## config.mk

```make
export PLATFORM = sky130hd
export DESIGN_NAME = usbdev_iomux_filt
export DESIGN_NICKNAME = d
export VERILOG_FILES = /design/src/rtl/usbdev_iomux_filt.sv
export SDC_FILE = /design/constraint.sdc
export NUM_CORES = 1
export LEC_CHECK = 0
export CORE_ASPECT_RATIO = 0.8
export CORE_MARGIN = 3
export CORE_UTILIZATION = 51
export DETAILED_ROUTE_END_ITERATION = 10
export PLACE_DENSITY = 0.8
export SETUP_SLACK_MARGIN = 0.1
export SLEW_MARGIN = 0
export SYNTH_ARGS = -nofsm -noshare
export SYNTH_HDL_FRONTEND = slang
export SYNTH_SLANG_ARGS = --single-unit
```

## constraint.sdc

```tcl
create_clock -name clk_i -period 2.9 [get_ports clk_i]
set_input_delay 0.29 -clock clk_i [delete_from_list [all_inputs] [get_ports clk_i]]
set_output_delay 0.29 -clock clk_i [all_outputs]
set_load 0.05 [all_outputs]
```

## src/rtl/usbdev_iomux_filt.sv

```systemverilog
// USB device I/O front end: input synchronizers, receive glitch filter,
// VBUS sense debounce with edge pulses, and a packet-safe tx/ctl override mux.
module usbdev_iomux_filt #(
  parameter int unsigned SyncStages = 2,
  parameter int unsigned NumRx      = 3,
  parameter int unsigned FiltW      = 4,
  parameter int unsigned DebW       = 16
) (
  input  logic             clk_i,
  input  logic             rst_ni,
  input  logic [NumRx-1:0] rx_i,
  input  logic             sense_i,
  input  logic             filt_en_i,
  input  logic [FiltW-1:0] filt_thresh_i,
  input  logic [DebW-1:0]  deb_thresh_i,
  output logic [NumRx-1:0] rx_o,
  output logic             sense_o,
  output logic             sense_rise_o,
  output logic             sense_fall_o,
  input  logic [4:0]       core_tx_i,
  input  logic [4:0]       ovr_tx_i,
  input  logic [2:0]       core_ctl_i,
  input  logic [2:0]       ovr_ctl_i,
  input  logic             ovr_en_i,
  output logic [4:0]       tx_o,
  output logic [2:0]       ctl_o,
  output logic             ovr_active_o
);

  localparam int unsigned OeBit = 4;

  logic [SyncStages-1:0][NumRx-1:0] rx_sync;
  logic [SyncStages-1:0]            sense_sync;
  logic [NumRx-1:0]                 rx_s;
  logic                             sense_s;

  logic [NumRx-1:0][FiltW-1:0]      filt_cnt, filt_cnt_d;
  logic [NumRx-1:0]                 rx_d;
  logic [DebW-1:0]                  deb_cnt, deb_cnt_d;
  logic                             sense_upd;

  logic                             sel_q;
  logic                             cur_oe;

  // Synchronizer chains; the last stage is the synced value.
  always_ff @(posedge clk_i or negedge rst_ni) begin
    if (!rst_ni) begin
      rx_sync    <= '0;
      sense_sync <= '0;
    end else begin
      rx_sync    <= {rx_sync[SyncStages-2:0], rx_i};
      sense_sync <= {sense_sync[SyncStages-2:0], sense_i};
    end
  end

  assign rx_s    = rx_sync[SyncStages-1];
  assign sense_s = sense_sync[SyncStages-1];

  // Per-bit glitch filter: a differing value must persist until the count reaches threshold.
  always_comb begin
    rx_d       = rx_o;
    filt_cnt_d = filt_cnt;
    for (int unsigned i = 0; i < NumRx; i++) begin
      if (!filt_en_i) begin
        rx_d[i]       = rx_s[i];
        filt_cnt_d[i] = '0;
      end else if (rx_s[i] == rx_o[i]) begin
        filt_cnt_d[i] = '0;
      end else if (filt_cnt[i] >= filt_thresh_i) begin
        rx_d[i]       = rx_s[i];
        filt_cnt_d[i] = '0;
      end else if (filt_cnt[i] != '1) begin
        filt_cnt_d[i] = filt_cnt[i] + FiltW'(1);
      end
    end
  end

  // Sense debounce, always active, same counting scheme as the rx filter.
  always_comb begin
    deb_cnt_d = deb_cnt;
    sense_upd = 1'b0;
    if (sense_s == sense_o) begin
      deb_cnt_d = '0;
    end else if (deb_cnt >= deb_thresh_i) begin
      sense_upd = 1'b1;
      deb_cnt_d = '0;
    end else if (deb_cnt != '1) begin
      deb_cnt_d = deb_cnt + DebW'(1);
    end
  end

  always_ff @(posedge clk_i or negedge rst_ni) begin
    if (!rst_ni) begin
      rx_o         <= '0;
      filt_cnt     <= '0;
      sense_o      <= 1'b0;
      deb_cnt      <= '0;
      sense_rise_o <= 1'b0;
      sense_fall_o <= 1'b0;
    end else begin
      rx_o         <= rx_d;
      filt_cnt     <= filt_cnt_d;
      deb_cnt      <= deb_cnt_d;
      sense_rise_o <= sense_upd & sense_s;
      sense_fall_o <= sense_upd & ~sense_s;
      if (sense_upd) begin
        sense_o <= sense_s;
      end
    end
  end

  // Selection only hands over while the currently driving source is idle (oe low).
  assign cur_oe = sel_q ? ovr_tx_i[OeBit] : core_tx_i[OeBit];

  always_ff @(posedge clk_i or negedge rst_ni) begin
    if (!rst_ni) begin
      sel_q <= 1'b0;
    end else if ((ovr_en_i != sel_q) && !cur_oe) begin
      sel_q <= ovr_en_i;
    end
  end

  assign tx_o         = sel_q ? ovr_tx_i : core_tx_i;
  assign ctl_o        = sel_q ? ovr_ctl_i : core_ctl_i;
  assign ovr_active_o = sel_q;

endmodule

```

Word level (Yosys, flattened, before mapping)
Index checks and enable logic that the tools add are counted.
{"block": "totals", "regBits": 43, "inputBits": 44, "output_inout_bits": 15, "word_cells": 78}
{"block": "op_classes", "addsub": 4, "magnitude_cmp": 4, "n_eq_ne": 18, "muxes": 29, "bitwise_logic": 3, "reduce_logical": 6}
{"op": "16-bit two-way mux", "count": 3}
{"op": "4-bit two-way mux", "count": 12}
{"op": "16-bit by 1-bit adder with 16-bit output, second input constant", "count": 1}
{"op": "16-bit greater-or-equal comparator", "count": 1}
{"op": "16-bit inequality test, second input constant", "count": 1}
{"op": "4-bit by 1-bit adder with 4-bit output, second input constant", "count": 3}
{"op": "4-bit greater-or-equal comparator", "count": 3}
{"op": "1-bit two-way mux", "count": 12}
{"op": "4-bit by 1-bit inequality test with 1-bit output, second input constant", "count": 3}
{"op": "4-bit inequality test, second input constant", "count": 3}
{"op": "2-bit by 1-bit inequality test with 1-bit output, second input constant", "count": 3}
{"op": "2-bit inequality test, second input constant", "count": 3}
{"op": "2-bit AND reduction", "count": 3}
{"op": "5-bit two-way mux", "count": 1}
{"op": "1-bit equality test", "count": 4}
{"op": "3-bit two-way mux", "count": 1}
{"op": "3-bit nonzero test", "count": 1}
{"op": "1-bit bitwise AND", "count": 2}
{"op": "1-bit logical AND", "count": 1}
{"op": "1-bit zero test", "count": 1}
{"op": "1-bit inequality test", "count": 1}
{"op": "1-bit NOT", "count": 1}

Depth between registers and ports, before layout
Gate-level depths: netlist of run 1.
{"block": "logic_depth", "word_depth": 5, "mapped_depth": 8}

Worst setup path before layout of run 1
No wires, ideal clock.
{"block": "synth_path", "path_type": "register to register", "start": "register deb_cnt[0]", "end": "register sense_o", "arrival_ns": 2.019, "path_slack_ns": 0.757, "stages_incl_launch_ff": 8, "path_cell_list": "dfrtp_1 inv_1 ha_1 nand2b_4 a2111o_1 a311oi_2 and2_2 mux2_2"}
{"block": "synth_via", "elab_chain_len": 3}
{"element": "start: declaration", "line_no": "39", "source": "logic [DebW-1:0] deb_cnt, deb_cnt_d;"}
{"element": "start signal: assignment", "line_no": "103", "source": "deb_cnt <= deb_cnt_d;"}
{"element": "16-bit greater-or-equal comparator", "line_no": "84", "source": "end else if (deb_cnt >= deb_thresh_i) begin"}
{"element": "1-bit two-way mux", "line_no": "84"}
{"element": "1-bit two-way mux", "line_no": "82", "source": "if (sense_s == sense_o) begin"}
{"element": "end signal: assignment", "line_no": "107", "source": "sense_o <= sense_s;"}
{"element": "end: declaration", "line_no": "17", "source": "output logic sense_o,"}
No other way between the ends.
A chain may end at the register's enable or synchronous reset.

Final worst setup path of run 1
{"block": "layout_path", "start": "register deb_cnt[0]", "end": "register deb_cnt[10]"}
{"block": "layout_via", "elab_chain_len": 4, "word_cells_on_any_way": 7, "classes_between": "add/sub (1); order compare (1); eq/ne (1); mux (3); reduce/logical (1)"}
{"element": "16-bit by 1-bit adder with 16-bit output", "line_no": "88", "source": "deb_cnt_d = deb_cnt + DebW'(1);"}
{"element": "16-bit two-way mux", "line_no": "87", "source": "end else if (deb_cnt != '1) begin"}
{"element": "16-bit two-way mux", "line_no": "84"}
{"element": "16-bit two-way mux", "line_no": "82"}
Several ways; a longest one is shown, not always the timed one. The select of a mux whose other input is x is not followed.

==> results of run 1 <==
[worst max-delay path, cell delays in order, from the launching register on]
cell,delay (ps)
dfrtp_1,460
inv_1,70
ha_1,270
nand2b_4,130
a2111o_1,440
a311oi_2,290
nand3_2,380
a211oi_1,290
[power by group through the flow]
stage                     Clock (W)  Combinational [W]  Sequential [W]
after global placement            0           0.000308        0.000662
after CTS                  0.000382           0.000316        0.000651
after global routing       0.000404           0.000341        0.000655
final                      0.000369           0.000311        0.000651
after detailed placement          0           0.000314        0.000663
after floorplan                   0           0.000171        0.000677
[cell usage after synthesis (all sizes together)]
cell type	n	area (um2)
a2111o	1	11.3
a211oi	11	82.6
a21boi	1	7.51
a21o	6	45.0
a21oi	12	63.8
a311oi	1	15.0
a31oi	5	31.3
a41oi	1	8.76
and2	6	38.8
and3	2	12.5
and4	3	26.3
buf	4	28.8
clkbuf	2	7.51
dfrtp	43	1080
ha	32	400
inv	25	93.8
mux2	12	135
mux2i	3	30.0
nand2	8	30.0
nand2b	8	57.6
nand3	12	65.1
nand3b	3	22.5
nand4	6	37.5
nor2	13	48.8
nor2b	4	25.0
nor3	6	30.0
nor3b	9	67.6
nor4b	1	8.76
o211a	3	30.0
o21ai	4	20.0
o21bai	1	7.51
xnor2	15	131
xor2	1	8.76
[cell type report]
class                   count  share of cell area, %
multi-input cells         190                   44.0
flip-flops and latches     43                   31.6
repair buffers             58                   16.9
inverters                  25                   2.75
well taps                  62                   2.28
clock buffers               6                   2.13
clock inverters             2                  0.367
[stage by stage]
| stage | worst slack (ps) | instance area (um2) | total power, W |
|---|---|---|---|
| after floorplan | 757 | 2710 | 0.000848 |
| after global placement | 319 | 3320 | 0.000970 |
| after detailed placement | 291 | 3320 | 0.000977 |
| after CTS | 470 | 3410 | 0.00135 |
| after global routing | 295 | 3410 | 0.00140 |
| final | 470 | 3410 | 0.00133 |
[cells by family (layout without fill, tap and decap cells)]
kind of cell / after synthesis / in the layout / synth area share (%)
flip-flops: 43 / 43 / 39.8
AO/OA/AOI/OAI: 46 / 46 / 11.9
adder cells (fa/ha/maj): 32 / 32 / 14.8
buffers and inverters: 31 / 91 / 4.81
AND/OR/NAND/NOR: 81 / 81 / 17.4
XOR/XNOR: 16 / 16 / 5.18
multiplexers: 15 / 15 / 6.11
[final timing paths]
kind,depth (start not counted),to,start,slack (ps)
min in group clk_i,0,sense_sync[1]$_DFF_PN0_,sense_sync[0]$_DFF_PN0_,360
worst min-delay path,1,filt_cnt[2]$_DFFE_PN0P_,rst_ni,130
worst min register to register,0,sense_sync[1]$_DFF_PN0_,sense_sync[0]$_DFF_PN0_,360
worst max-delay path,7,deb_cnt[10]$_DFFE_PN0P_,deb_cnt[0]$_DFFE_PN0P_,470
max in group asynchronous,1,rx_sync[1]$_DFF_PN0_,rst_ni,2200
worst max register to register,7,deb_cnt[10]$_DFFE_PN0P_,deb_cnt[0]$_DFFE_PN0P_,470
[flip-flops by register name, indices dropped and copies added (netlist names)]
name          cells
deb_cnt          16
ovr_active_o      1
sense_fall_o      1
sense_sync        2
rx_sync           3
rx_s              3
sense_rise_o      1
filt_cnt         12
rx_o              3
sense_o           1
[metal layers]
| layer | global-route usage [%] | wire, um |
|---|---|---|
| met1 | 24.3 | 2500 |
| met2 | 30.4 | 2500 |
| met3 | 4.31 | 196 |
| met4 | 3.58 | 24 |
| met5 | 0 | 0 |
==> run_results.csv, run 1 <==
group,metric,value,unit
status,status,"finished, final reports clean",
final_layout,layout.area.seq,1080,um2
final_layout,drive_above_1_share,7.72,%
pwr,p_per_area,391,nW/um2
clocking,postCtsSetupRepairBufs,0,
timing,min_period_over_period,83.8,%
routing,via_per_inst,5.48,
yosys,synth_fp_nets,340,
timing,worstMarginPinSlew,919,ps
global_routing,antenna_found_initial,0,
yosys,ys_warn_count,0,
clocking,ctsHtreeMaxLevel,2,
die,die_x,87.4,um
placement,gp_congestion,0.771,
yosys,synth_seq_area_share,39.8,%
yosys,ys_seq_elements,43,
placement,io_buffers,58,
final_layout,num-fill-cells,404,
routing,drc,0,
timing,setup_tns,0,ps
final_layout,stdcell_count,386,
critical_path,crit_fanout,16,
routing,firstDrtPassIters,4,
timing,worst_hold_slack,129,ps
pwr,irDropWorstVdd,317,uV
clocking,cts_buffer_depth,2,
routing,wl_per_cell,13.5,um
timing,final.setup_skew,9.32,ps
clocking,cts-buffers-inserted,5,
clocking,clock_sinks,43,
global_routing,grt_pass1_wl,9090,um
pwr,power.switching,0.000385,W
clocking,cts-hold-fix-buffers,0,
die,rows,23,
critical_path,arrival,2630,ps
pwr,seq_power_share,48.9,%
clocking,cts_tree,"yes",
global_routing,grt_max_degree,44,
global_routing,overflow,0,
clocking,cts.repair.resized,0,
routing,drt-total-wl,5230,um
pwr,swShare,28.9,%
pwr,internal-power,0.000946,W
critical_path,worstSetupPathType,"reg2reg",
die,fp.dieH,71.1,um
final_layout,final_cell_mix,"clkdlybuf4s50_1 (57), dfrtp_1 (43), ha_1 (32), inv_1 (25), xnor2_1 (15)",
routing,drtIter0Drc,85,
final_layout,layout_commonest_cell,"clkdlybuf4s50_1",
clocking,cts.clk_slew.worst_paths,80,ps
final_layout,diodes,0,
critical_path,endpoint_kind,"register",
yosys,synth_cell_type_count,39,
worst_hold_path,hold_path.class,"in2async",
die,fp.dieArea,6220,um2
routing,detail-route-antenna-nets,0,
critical_path,cp_data_required_time,3100,ps
timing,min_period,2430,ps
placement,hpwl,4130,um
timing,final_hold_viol_count,0,
die,ioPinCount,59,
timing,rsz0062_at_grt,"no",
timing,setup_violations,0,
job,max_cap_viol_count,0,
global_routing,grt_usage,18.2,%
yosys,mappedNetlistArea,2710,um2
routing,vias,2115,
critical_path,start_kind,"register",
clocking,root_buffer,"clkbuf_8",
pwr,p_leak,1.60,nW
timing,report.final.slew_viol_count,0,
final_layout,multi_input_area,1500,um2
timing,relSlewSlack,38.7,%
global_routing,grt_pass1_vias,2100,
pwr,power_frac_clock,27.7,%
die,core,5060,um2
die,start_util,53.4,%
placement,post-place-cells,378,
timing,fmax,0.412,GHz
pwr,pwr-share-comb,23.4,%
yosys,synth_area_per_cell,10.2,um2
clocking,insertion_delay,290,ps
final_layout,fin_util,67.3,%
final_layout,layout.nets,399,
yosys,synth_cells,264,
final_layout,syn2layout_area_growth,25.9,%
No activity file was read; power rests on OpenSTA's default activity.
==> inputs of run 2 (changes only) <==
clock period = 2.3 ns   (was 2.9 ns; I/O delays follow)
==> run_results.csv, run 2 (same netlist as run 1, synthesis figures left out) <==
group,metric,value,unit
status,status,"complete, but fails checks",
status,violations,"negative hold slack",
global_routing,grt_usage,19.3,%
die,fp.dieH,71.1,um
critical_path,cp_data_required_time,2480,ps
worst_hold_path,hold_path.class,"in2async",
global_routing,antenna_found_initial,0,
critical_path,crit_fanout,2,
placement,gp_congestion,0.835,
die,core,5060,um2
placement,hpwl,4440,um
final_layout,layout_commonest_cell,"clkdlybuf4s50_1",
critical_path,endpoint_kind,"register",
clocking,cts-buffers-inserted,5,
clocking,cts-hold-fix-buffers,0,
routing,firstDrtPassIters,4,
clocking,cts_tree,"yes",
final_layout,multi_input_area,1530,um2
routing,via_per_inst,5.51,
final_layout,largest_reg_flops,16,
final_layout,num-fill-cells,392,
job,max_cap_viol_count,0,
final_layout,syn2layout_area_growth,31.4,%
global_routing,overflow,0,
routing,detail-route-antenna-nets,0,
timing,final_hold_viol_count,12,
routing,drt-total-wl,5830,um
final_layout,final_cell_mix,"clkdlybuf4s50_1 (49), dfrtp_1 (43), ha_1 (32), inv_1 (25), xnor2_1 (15)",
global_routing,grt_pass1_wl,9580,um
timing,relSlewSlack,64.8,%
clocking,insertion_delay,290,ps
timing,worst_hold_slack,-7.56,ps
placement,io_buffers,58,
routing,wl_per_cell,14.8,um
timing,rsz0062_at_grt,"yes",
die,rows,23,
final_layout,layout.nets,407,
global_routing,grt_pass1_vias,2111,
timing,min_period_over_period,92.5,%
clocking,cts.clk_slew.worst_paths,80,ps
critical_path,arrival,2310,ps
pwr,p_leak,1.74,nW
timing,setup_violations,0,
die,die_x,87.4,um
routing,drc,0,
final_layout,regMostFlops,"deb_cnt",
critical_path,start_kind,"register",
timing,fmax,0.470,GHz
timing,final.setup_skew,4.28,ps
clocking,clock_sinks,43,
clocking,cts_buffer_depth,2,
final_layout,top_regs,"deb_cnt x16, filt_cnt x12",
final_layout,stdcell_count,394,
timing,setup_tns,0,ps
final_layout,diodes,0,
critical_path,worstSetupPathType,"reg2reg",
clocking,root_buffer,"clkbuf_8",
die,start_util,53.4,%
die,ioPinCount,59,
timing,report.final.slew_viol_count,0,
timing,worstMarginPinSlew,528,ps
placement,placement.cell_area,3380,um2
routing,drtIter0Drc,64,
global_routing,grt_max_degree,44,
final_layout,final_area,3550,um2
pwr,p_per_area,516,nW/um2
critical_path,rr_worst_depth,7,
timing,min_period,2130,ps
clocking,ctsHtreeMaxLevel,2,
die,fp.dieArea,6220,um2
routing,vias,2170,
final_layout,layout.area.seq,1080,um2
placement,post-place-cells,384,
final_layout,drive_above_1_share,11.7,%
pwr,irDropWorstVdd,475,uV
-- run 2: cell count changes in the layout (fill, tap and decap cells not counted), moves of 2 or more --
| cell | before | now |
|---|---|---|
| a211oi_2 | 0 | 3 |
| a211oi_1 | 11 | 8 |
| nor3_2 | 0 | 2 |
| nor3_1 | 6 | 4 |
| clkdlybuf4s50_1 | 57 | 49 |
| dlymetal6s2s_1 | 0 | 7 |
| buf_4 | 0 | 7 |
-- run 2: stage by stage --
step	setup WS [ps]	hold WS [ps]	util, %	power [W]
after floorplan	157	-65.6	-	0.00107
after global placement	-142	335	66.7	0.00124
after detailed placement	-191	334	66.7	0.00125
after CTS	106	14.8	69.2	0.00186
after global routing	66.0	28.6	70.2	0.00193
final	171	-7.56	70.2	0.00183
-- run 2: metal layers --
layer | track usage (%) | vias up | share of wire (%) | wire length [um]
met4 | 4.60 | 0 | 0.69 | 40
met3 | 4.54 | 4 | 3.7 | 218
met2 | 31.8 | 31 | 53 | 3080
met5 | 0 | - | 0 | 0
li1 | - | 1077 | - | -
met1 | 25.8 | 1058 | 43 | 2490
-- run 2: worst max-delay path: stages, from the launching register on --
cell	delay, ps
dfrtp_1	380
inv_1	60
ha_1	210
nand2b_4	130
a2111o_1	400
a311oi_2	320
and2_4	200
mux2_2	320
-- run 2: final timing paths --
path / startpoint / slack [ps] / endpoint
min in group clk_i: rx_sync[2]$_DFF_PN0_ / 350 / rx_s[2]$_DFF_PN0_
worst max-delay path: deb_cnt[0]$_DFFE_PN0P_ / 170 / sense_o$_DFFE_PN0P_
worst max register to register: deb_cnt[0]$_DFFE_PN0P_ / 170 / sense_o$_DFFE_PN0P_
worst min register to register: rx_sync[2]$_DFF_PN0_ / 350 / rx_s[2]$_DFF_PN0_
worst min-delay path: rst_ni / -8 / filt_cnt[3]$_DFFE_PN0P_
max in group asynchronous: rst_ni / 1950 / rx_o[1]$_DFFE_PN0P_
-- run 2: timing repair --
item | in CTS | in global routing
gates cloned | 0 | 0
gates resized for setup | 2 | 12
buffers inserted | 1 | 1
pin swaps | 3 | 3
endpoints found under the setup margin | 2 | 14
-- run 2: power breakdown --
part,internal [W],switching [W]
clock network,0.000351,0.000252
registers,0.000785,0.0000339
logic,0.000207,0.000206
total,0.00134,0.000491
-- run 2: cell type report --
type,instances,share of cell area [%]
Timing Repair Buffer,66,18.7
Tap cell,62,2.18
Multi-Input combinational cell,190,42.9
Clock buffer,6,2.32
Inverter,25,2.64
Clock inverter,2,0.986
Sequential cell,43,30.3
